===== src/rtl/hazard_stall_controller.sv =====
// rtl/hazard_stall_controller.sv - decode-stage hazard scheduler for the 5-stage MIPS pipeline
//
// Purpose: decodes the decode-stage instruction, tracks shadow records of the
// execute and memory stages, and produces stall, flush and branch-operand
// forwarding controls plus a saturating stall-cycle counter.
//
// Ports:
//   clk           pipeline clock, rising edge
//   rst_n         asynchronous active-low reset
//   InstructionD  instruction held in the decode register
//   ValidD        InstructionD is real (0 = bubble)
//   BranchTakenD  beq in decode resolved taken
//   ClearCount    synchronous clear of StallCount
//   StallF/StallD hold fetch / decode registers
//   FlushE        insert bubble into execute
//   FlushD        kill wrong-path instruction in decode
//   ForwardAD/BD  branch operand rs/rt from memory-stage ALU result
//   StallCount    saturating stall-cycle count
module hazard_stall_controller (
  input  logic        clk,
  input  logic        rst_n,
  input  logic [31:0] InstructionD,
  input  logic        ValidD,
  input  logic        BranchTakenD,
  input  logic        ClearCount,
  output logic        StallF,
  output logic        StallD,
  output logic        FlushE,
  output logic        FlushD,
  output logic        ForwardAD,
  output logic        ForwardBD,
  output logic [15:0] StallCount
);

  localparam logic [5:0] OP_RTYPE = 6'b000000;
  localparam logic [5:0] OP_LW    = 6'b100011;
  localparam logic [5:0] OP_SW    = 6'b101011;
  localparam logic [5:0] OP_BEQ   = 6'b000100;

  typedef struct packed {
    logic       valid;
    logic [4:0] dest;
    logic       writes;
    logic       is_load;
  } rec_t;

  rec_t e_rec;
  rec_t m_rec;
  rec_t d_rec;

  logic [5:0] opcode;
  logic [4:0] rs;
  logic [4:0] rt;
  logic [4:0] rd;
  logic       use_rs;
  logic       use_rt;
  logic       d_branch;
  logic [4:0] d_dest;
  logic       d_load;

  // shamt/funct do not influence hazards
  logic unused_low;
  assign unused_low = ^InstructionD[10:0];

  assign opcode = InstructionD[31:26];
  assign rs     = InstructionD[25:21];
  assign rt     = InstructionD[20:16];
  assign rd     = InstructionD[15:11];

  always_comb begin
    use_rs   = 1'b0;
    use_rt   = 1'b0;
    d_dest   = 5'd0;
    d_load   = 1'b0;
    d_branch = 1'b0;
    case (opcode)
      OP_RTYPE: begin
        use_rs = 1'b1;
        use_rt = 1'b1;
        d_dest = rd;
      end
      OP_LW: begin
        use_rs = 1'b1;
        d_dest = rt;
        d_load = 1'b1;
      end
      OP_SW: begin
        use_rs = 1'b1;
        use_rt = 1'b1;
      end
      OP_BEQ: begin
        use_rs   = 1'b1;
        use_rt   = 1'b1;
        d_branch = 1'b1;
      end
      default: ;
    endcase
  end

  always_comb begin
    d_rec.valid   = 1'b1;
    d_rec.dest    = d_dest;
    d_rec.writes  = (d_dest != 5'd0);
    d_rec.is_load = d_load;
  end

  // Register 0 is hardwired, so a zero source can never depend on anything.
  logic rs_live;
  logic rt_live;
  assign rs_live = use_rs & (rs != 5'd0);
  assign rt_live = use_rt & (rt != 5'd0);

  logic e_src_hit;
  logic m_src_hit;
  assign e_src_hit = (rs_live & (rs == e_rec.dest)) | (rt_live & (rt == e_rec.dest));
  assign m_src_hit = (rs_live & (rs == m_rec.dest)) | (rt_live & (rt == m_rec.dest));

  logic load_use;
  logic branch_haz;
  logic stall;

  assign load_use   = ValidD & e_rec.valid & e_rec.is_load & e_rec.writes & e_src_hit;
  // beq compares in decode, so it must wait for any E producer and for a load
  // still in M (load data is only available after writeback).
  assign branch_haz = ValidD & d_branch &
                      ((e_rec.valid & e_rec.writes & e_src_hit) |
                       (m_rec.valid & m_rec.is_load & m_src_hit));
  assign stall      = load_use | branch_haz;

  logic m_alu_result;
  assign m_alu_result = ValidD & m_rec.valid & m_rec.writes & ~m_rec.is_load;

  assign StallF    = stall;
  assign StallD    = stall;
  assign FlushE    = stall;
  assign FlushD    = BranchTakenD & ~stall;
  assign ForwardAD = m_alu_result & (m_rec.dest == rs) & (rs != 5'd0);
  assign ForwardBD = m_alu_result & (m_rec.dest == rt) & (rt != 5'd0);

  always_ff @(posedge clk or negedge rst_n) begin
    if (!rst_n) begin
      e_rec      <= '0;
      m_rec      <= '0;
      StallCount <= 16'h0000;
    end else begin
      m_rec <= e_rec;
      if (stall | ~ValidD | FlushD) begin
        e_rec <= '0;
      end else begin
        e_rec <= d_rec;
      end
      if (ClearCount) begin
        StallCount <= 16'h0000;
      end else if (stall && (StallCount != 16'hFFFF)) begin
        StallCount <= StallCount + 16'h0001;
      end
    end
  end

endmodule


===== config.mk =====
export PLATFORM = sky130hd
export DESIGN_NAME = hazard_stall_controller
export DESIGN_NICKNAME = d
export VERILOG_FILES = /design/src/rtl/hazard_stall_controller.sv
export SDC_FILE = /design/constraint.sdc
export NUM_CORES = 1
export LEC_CHECK = 0
export ABC_AREA = 1
export CORE_MARGIN = 3
export CORE_UTILIZATION = 52
export CTS_CLUSTER_SIZE = 28
export DETAILED_ROUTE_END_ITERATION = 7
export PLACE_DENSITY = 0.94
export SYNTH_ARGS = -nofsm -noshare
export SYNTH_HDL_FRONTEND = slang
export SYNTH_SLANG_ARGS = --single-unit

===== constraint.sdc =====
create_clock -name clk -period 3.19 [get_ports clk]
set_input_delay 0.638 -clock clk [delete_from_list [all_inputs] [get_ports clk]]
set_output_delay 0.638 -clock clk [all_outputs]
set_load 0.05 [all_outputs]

==> flow_summary_export.csv, run 1 <==
group,metric,value,unit
synthesis,synth_area_per_cell,6.89,um2
clock_network,cts_sinks,32,
worst_setup_path,crit_chain,"clkdlybuf4s50_1 -> inv_2 -> nand2_1 -> nand2_1 -> nor3_2 -> nand3_1 -> nand2_1 -> nand2_1 -> nand2_2 -> inv_1 -> nor2_2 -> buf_4 -> buf_12",
cells_and_area,final_core_util,73.7,%
place,dpl.hpwl,3760,um
synthesis,yosys_warnings,0,
route,drt_iter0_drc,66,
floorplanning,start_util,56.1,%
worst_setup_path,crit_path_max_fanout,4,
cells_and_area,antenna_cells,0,
synthesis,synth_top_area_share,37.3,%
route,finalWirelength,5050,um
floorplanning,core_area,3830,um2
floorplanning,die_area,4940,um2
clock_network,cts-root-buf,"clkbuf_8",
timing,rsz0062_at_grt,"false",
synthesis,syn_nets,350,
synthesis,synth_edf_count,0,
synthesis,synth_top_cell_by_area,"dfrtp_1",
clock_network,cts_tree,"built",
timing,fin_skew,8.79,ps
grt,gr-total-overflow,0,
timing,hold_viol,0,
synthesis,netlist_area,2150,um2
timing,drv_slew,0,
timing,maxSlewHeadroom,66.3,%
worst_setup_path,crit_top_cell,"nand2_1",
grt,antenna_found_initial,0,
cells_and_area,drive_above_1_share,13.2,%
floorplanning,rows,22,
timing,fin_tns_setup,0,ps
worst_setup_path,crit_required,2550,ps
worst_setup_path,crit_slowest_cell,"clkdlybuf4s50_1",
synthesis,synthFlopType,"dfrtp_1",
worst_setup_path,slowest_delay,580,ps
synthesis,synth_cell_types,30,
worst_setup_path,timing.rr.start,"StallCount[0]$_DFFE_PN0P_",
power,max-vdd-ir-drop,0.275,mV
cells_and_area,syn_to_final_growth,31.3,%
timing,period_minus_slack,3030,ps
synthesis,yosysSeqAreaShare,37.3,%
synthesis,synthTopCellsByCount,"nand2_1, nor2_1, inv_1, dfrtp_1, nand3_1",
route,num_vias,2067,
synthesis,synthArstFlopShare,100,%
clock_network,clkTransAtPathRegs,70,ps
worst_setup_path,cp-end-kind,"output pin",
grt,grt_first_pass_wirelength,8850,um
job,maxCapViolCount,0,
worst_setup_path,cp-start-kind,"input port",
timing,worst_pin_slew,504,ps
route,ant_nets,0,
clock_network,cts_max_path_buffers,2,
worst_setup_path,crit_type,"in -> out",
place,port_buffers,47,
cells_and_area,nFillCells,299,
clock_network,cts_buffers,5,
floorplanning,die_h,70.3,um
timing,fmax,330,MHz
route,dr.pass1.iters,4,
clock_network,clock_latency,280,ps
worst_setup_path,worstPathArrival,2390,ps
route,drcViolationCount,0,
timing,setup_viol,0,
synthesis,ys_ff_latch,32,
route,viasPerCell,5.03,
hold_path,hold_class,"reg -> reg",
power,p_leak,0.00138,uW
grt,grt_start_max_net_pins,33,
floorplanning,io_pins,59,
hold_path,min_from,"e_rec[7]$_DFF_PN0_",
worst_setup_path,cp_top_family,"buffers and inverters",
grt,grt_pass1_vias,2058,
synthesis,yosysMostFrequentCell,"nand2_1",
worst_setup_path,crit_start,"InstructionD[19]",
grt,grt_use_total,22.0,%
outcome,status,"finished clean",
clock_network,cts_hold_buf,0,
clock_network,h-tree-depth,2,
cells_and_area,fin_nets,401,
worst_setup_path,cp.buffers_inverters,5,
route,drt-wirelength-per-cell,12.3,um
synthesis,syn_inst,312,
power,p_per_area,317,nW/um2
place,place.gp.congestion,0.872,
floorplanning,die_width,70.3,um
synthesis,synthTopCellsByArea,"dfrtp_1, nand2_1, nor2_1",
timing,min_period_over_period,94.9,%
[placed cells by master, fill, tap and decap left out, drive strengths merged, types with 3 or more instances in the layout]
cell type      netlist  routed
nand2              105     105
nor2                51      51
inv                 43      43
clkdlybuf4s50        0      37
nand3               36      36
dfrtp               32      32
buf                  4      10
xnor2                7       7
clkbuf               3       7
xor2                 6       6
a22oi                5       5
o21ai                5       5
dlymetal6s2s         0       4
nor3                 4       4
nor3b                3       3
[final timing paths]
check	end	slack, ps	cells past startpoint
min in group asynchronous	StallCount[10]$_DFFE_PN0P_	750	2
max reg2reg	StallCount[4]$_DFFE_PN0P_	1090	12
max	StallD	160	13
min	m_rec[7]$_DFF_PN0_	380	0
max in group asynchronous	m_rec[5]$_DFF_PN0_	2130	2
min reg2reg	m_rec[7]$_DFF_PN0_	380	0
[sequential cells by signal, indices dropped and copies added (netlist names)]
signal / cells
StallCount: 16
e_rec: 8
m_rec: 8
[routing by layer]
layer | track usage [%] | share of wire, %
met5 | 0 | 0
met4 | 5.74 | 1.3
met3 | 4.32 | 5.8
met2 | 39.5 | 51
met1 | 26.5 | 42
[worst reg2reg max path, stage by stage (launching register included)]
cell and delay, ps:
dfrtp_1 420, ha_1 210, nand2_2 80, nor2_4 110
nand3_2 130, nor2_4 140, nand3_2 90, nor2_4 110
nand3_2 90, nand3_4 220, nand2_4 210, nand2_2 110
nand2_1 60
[report_power, final]
part / leakage [uW] / switching (uW) / internal (uW)
combinational: 0.000887 / 81.3 / 57.9
clock: 0.0000503 / 144 / 192
sequential: 0.000443 / 6.85 / 412
[cell families (layout without fill, tap and decap cells)]
group                    after synthesis  in the layout  synth area share [%]
AO/OA/AOI/OAI                         13             13                  3.79
flip-flops                            32             32                  37.3
XOR/XNOR                              13             13                  5.30
buffers and inverters                 51            102                  9.96
AND/OR/NAND/NOR                      202            202                  43.1
adder cells (fa/ha/maj)                1              1                 0.582
[layout make-up]
type	count	area (um2)	area share (%)
multi-input cells	229	1140	40.4
flip-flops and latches	32	801	28.4
repair buffers	51	558	19.8
inverters	44	165	5.85
clock buffers	7	96.3	3.41
well taps	48	60.1	2.13
[through the flow]
| step | hold WS [ps] | std cells | cell area [um2] | power [uW] | worst slack [ps] |
|---|---|---|---|---|---|
| final | 381 | 411 | 2820 | 894 | 162 |
| after global routing | 389 | 411 | 2820 | 934 | 1.94 |
| after CTS | 382 | 411 | 2810 | 905 | 101 |
| after detailed placement | 360 | 404 | 2710 | 566 | 120 |
| after global placement | 360 | 404 | 2710 | 563 | 180 |
| after floorplan | 342 | 312 | 2150 | 497 | 339 |
[timing repair]
item | in CTS | in global routing
endpoints found under the setup margin | 0 | 3
resized for setup | 0 | 5
buffers inserted | 0 | 0
Power figures use the tool's default switching activity.
==> inputs of run 2 (changes only) <==
--- a/config.mk
+++ b/config.mk
@@ -7,10 +7,10 @@
 export LEC_CHECK = 0
 export ABC_AREA = 1
 export CORE_MARGIN = 3
-export CORE_UTILIZATION = 52
+export CORE_UTILIZATION = 44
 export CTS_CLUSTER_SIZE = 28
 export DETAILED_ROUTE_END_ITERATION = 7
-export PLACE_DENSITY = 0.94
+export PLACE_DENSITY = 0.86
 export SYNTH_ARGS = -nofsm -noshare
 export SYNTH_HDL_FRONTEND = slang
 export SYNTH_SLANG_ARGS = --single-unit
==> constraint.sdc (replaced) <==
create_clock -name clk -period 2.5 [get_ports clk]
set_input_delay 0.5 -clock clk [delete_from_list [all_inputs] [get_ports clk]]
set_output_delay 0.5 -clock clk [all_outputs]
set_load 0.05 [all_outputs]
==> run 2 against run 1 <==
  * Power increased by 36%
  * Non-clock buffer count rose by 16
  * Setup slack worse by 59 ps
  * Global-route usage down 1.7 points
  * Combinational power up 32%
  * Wire length is 5.3% higher
  * Sequential cell count unchanged
  * Hold slack about the same
  * Largest cell class unchanged
  * Highest routed layer unchanged
==> flow_summary_export.csv, run 2 (synthesis results as in run 1) <==
group,metric,value,unit
outcome,status,"finished clean",
place,place.gp.congestion,0.874,
hold_path,hold_class,"reg -> reg",
grt,gr-total-overflow,0,
cells_and_area,syn_to_final_growth,39.4,%
grt,grt_first_pass_wirelength,8940,um
timing,period_minus_slack,2400,ps
cells_and_area,fin_nets,417,
cells_and_area,nFillCells,407,
timing,fin_skew,6.39,ps
cells_and_area,largest_reg_flops,16,
route,ant_nets,0,
grt,grt_start_max_net_pins,33,
grt,grt_pass1_vias,2179,
power,p_total,1210,uW
clock_network,cts_sinks,32,
timing,fin_tns_setup,0,ps
worst_setup_path,slowest_delay,270,ps
clock_network,h-tree-depth,2,
worst_setup_path,crit_slowest_cell,"dlygate4sd2_1",
worst_setup_path,cp_top_family,"simple AND/OR/NAND/NOR gates",
timing,setup_viol,0,
place,port_buffers,47,
clock_network,clock_latency,290,ps
job,maxCapViolCount,0,
clock_network,cts_buffers,5,
floorplanning,rows,24,
timing,maxSlewHeadroom,66.5,%
power,comb_power_share,15.2,%
route,drt_iter0_drc,71,
route,drt-wirelength-per-cell,12.0,um
route,num_vias,2181,
cells_and_area,antenna_cells,0,
power,p_leak,0.00144,uW
worst_setup_path,cp.buffers_inverters,4,
worst_setup_path,cp-start-kind,"input port",
clock_network,cts-root-buf,"clkbuf_8",
clock_network,clkTransAtPathRegs,70,ps
cells_and_area,multi_input_area,1200,um2
grt,antenna_found_initial,0,
floorplanning,die_area,5760,um2
timing,fmax,417,MHz
power,p_int,895,uW
floorplanning,die_width,75.9,um
cells_and_area,final_cell_mix,"nand2_1, nor2_1, inv_1",
floorplanning,die_h,75.9,um
worst_setup_path,crit_type,"in -> out",
worst_setup_path,crit_chain,"dlygate4sd2_1 -> nor2_4 -> nand2_1 -> o22ai_2 -> nand2_1 -> nand2_1 -> nand2_1 -> nand2_2 -> inv_1 -> nor2_4 -> buf_12 -> buf_12",
cells_and_area,final_common_cell,"nand2_1",
place,place_worst_setup_slack,-179,ps
power,max-vdd-ir-drop,0.365,mV
worst_setup_path,path_depth,12,
route,finalWirelength,5320,um
route,dr.pass1.iters,4,
timing,worst_slack,103,ps
route,viasPerCell,4.90,
timing,hold_viol,0,
place,dpl.hpwl,3850,um
floorplanning,start_util,47.4,%
power,switchingPower,319,uW
timing,min_period_over_period,95.9,%
power,seqPwrFrac,44.1,%
worst_setup_path,crit_top_cell,"nand2_1",
worst_setup_path,r2r_cells,10,
hold_path,whs_path_depth,0,
route,drcViolationCount,0,
timing,drv_slew,0,
cells_and_area,seq_area,801,um2
worst_setup_path,worstPathArrival,1900,ps
worst_setup_path,crit_required,2000,ps
clock_network,cts_tree,"built",
cells_and_area,reg_top3,"StallCount (16), e_rec (8), m_rec (8)",
cells_and_area,regMostFlops,"StallCount",
floorplanning,core_area,4530,um2
timing,rsz0062_at_grt,"false",
worst_setup_path,cp-end-kind,"output pin",
power,p_per_area,405,nW/um2
worst_setup_path,crit_path_max_fanout,3,
power,clkPwrFrac,40.7,%
clock_network,cts_max_path_buffers,2,
cells_and_area,drive_above_1_share,21.3,%
grt,grt_use_total,20.3,%
floorplanning,io_pins,59,
timing,worst_pin_slew,501,ps
power,swShare,26.3,%
[run 2: worst reg2reg max path, stage by stage (launching register included)]
cell and delay [ps]:
dfrtp_1 440, ha_1 220, nand2_2 90, nor2_4 110, nand3_2 110, nand3b_1 250, or2_0 270, o21ai_0 180
nor2_1 70, nand2_1 70, nand2_1 50
[run 2: layout make-up]
class	count	area share, %
Clock buffer	6	2.42
Tap cell	65	2.72
Clock inverter	2	1.17
Inverter	44	5.51
Timing Repair Buffer	67	21.5
Sequential cell	32	26.7
Multi-Input combinational cell	229	39.9
[run 2: per-stage QoR]
step / std cells / hold slack [ps] / instance area [um2] / utilization [%]
finish: 445 / 381 / 3000 / 66.1
global route: 445 / 385 / 3000 / 66.1
CTS: 445 / 380 / 2990 / 65.9
detailed placement: 431 / 365 / 2820 / 62.3
global placement: 431 / 362 / 2820 / 62.3
floorplan: 312 / 204 / 2160 / -
[run 2: path summary, 6_finish.rpt]
path	startpoint	endpoint	slack, ps
setup reg to reg	StallCount[0]$_DFFE_PN0P_	StallCount[12]$_DFFE_PN0P_	550
hold / removal	e_rec[1]$_DFF_PN0_	m_rec[1]$_DFF_PN0_	380
hold reg to reg	e_rec[1]$_DFF_PN0_	m_rec[1]$_DFF_PN0_	380
setup / recovery	InstructionD[26]	FlushE	100
max in group asynchronous	rst_n	StallCount[6]$_DFFE_PN0P_	1590
min in group asynchronous	rst_n	StallCount[11]$_DFFE_PN0P_	610
[run 2: power by group through the flow]
stage                     sequential [uW]  clock, uW  combinational, uW
after floorplan                       563          0               71.9
after global placement                544          0                180
after detailed placement              544          0                183
after CTS                             535        504                181
after global routing                  536        524                202
final                                 535        495                184
[run 2: per-layer routing]
| layer | routed length, um | up-vias | GRT usage (%) |
|---|---|---|---|
| met5 | 0 | - | 0 |
| met4 | 51 | 0 | 6.02 |
| met3 | 294 | 6 | 4.88 |
| met2 | 2740 | 56 | 37.3 |
| met1 | 2240 | 1028 | 23.1 |
| li1 | - | 1091 | - |
[run 2: timing repair]
item	CTS	global route
pin swaps	9	2
hold buffers	0	0
endpoints found under the setup margin	4	6
gates resized for setup	23	24
buffers inserted	6	0
hold endpoints to repair	0	0
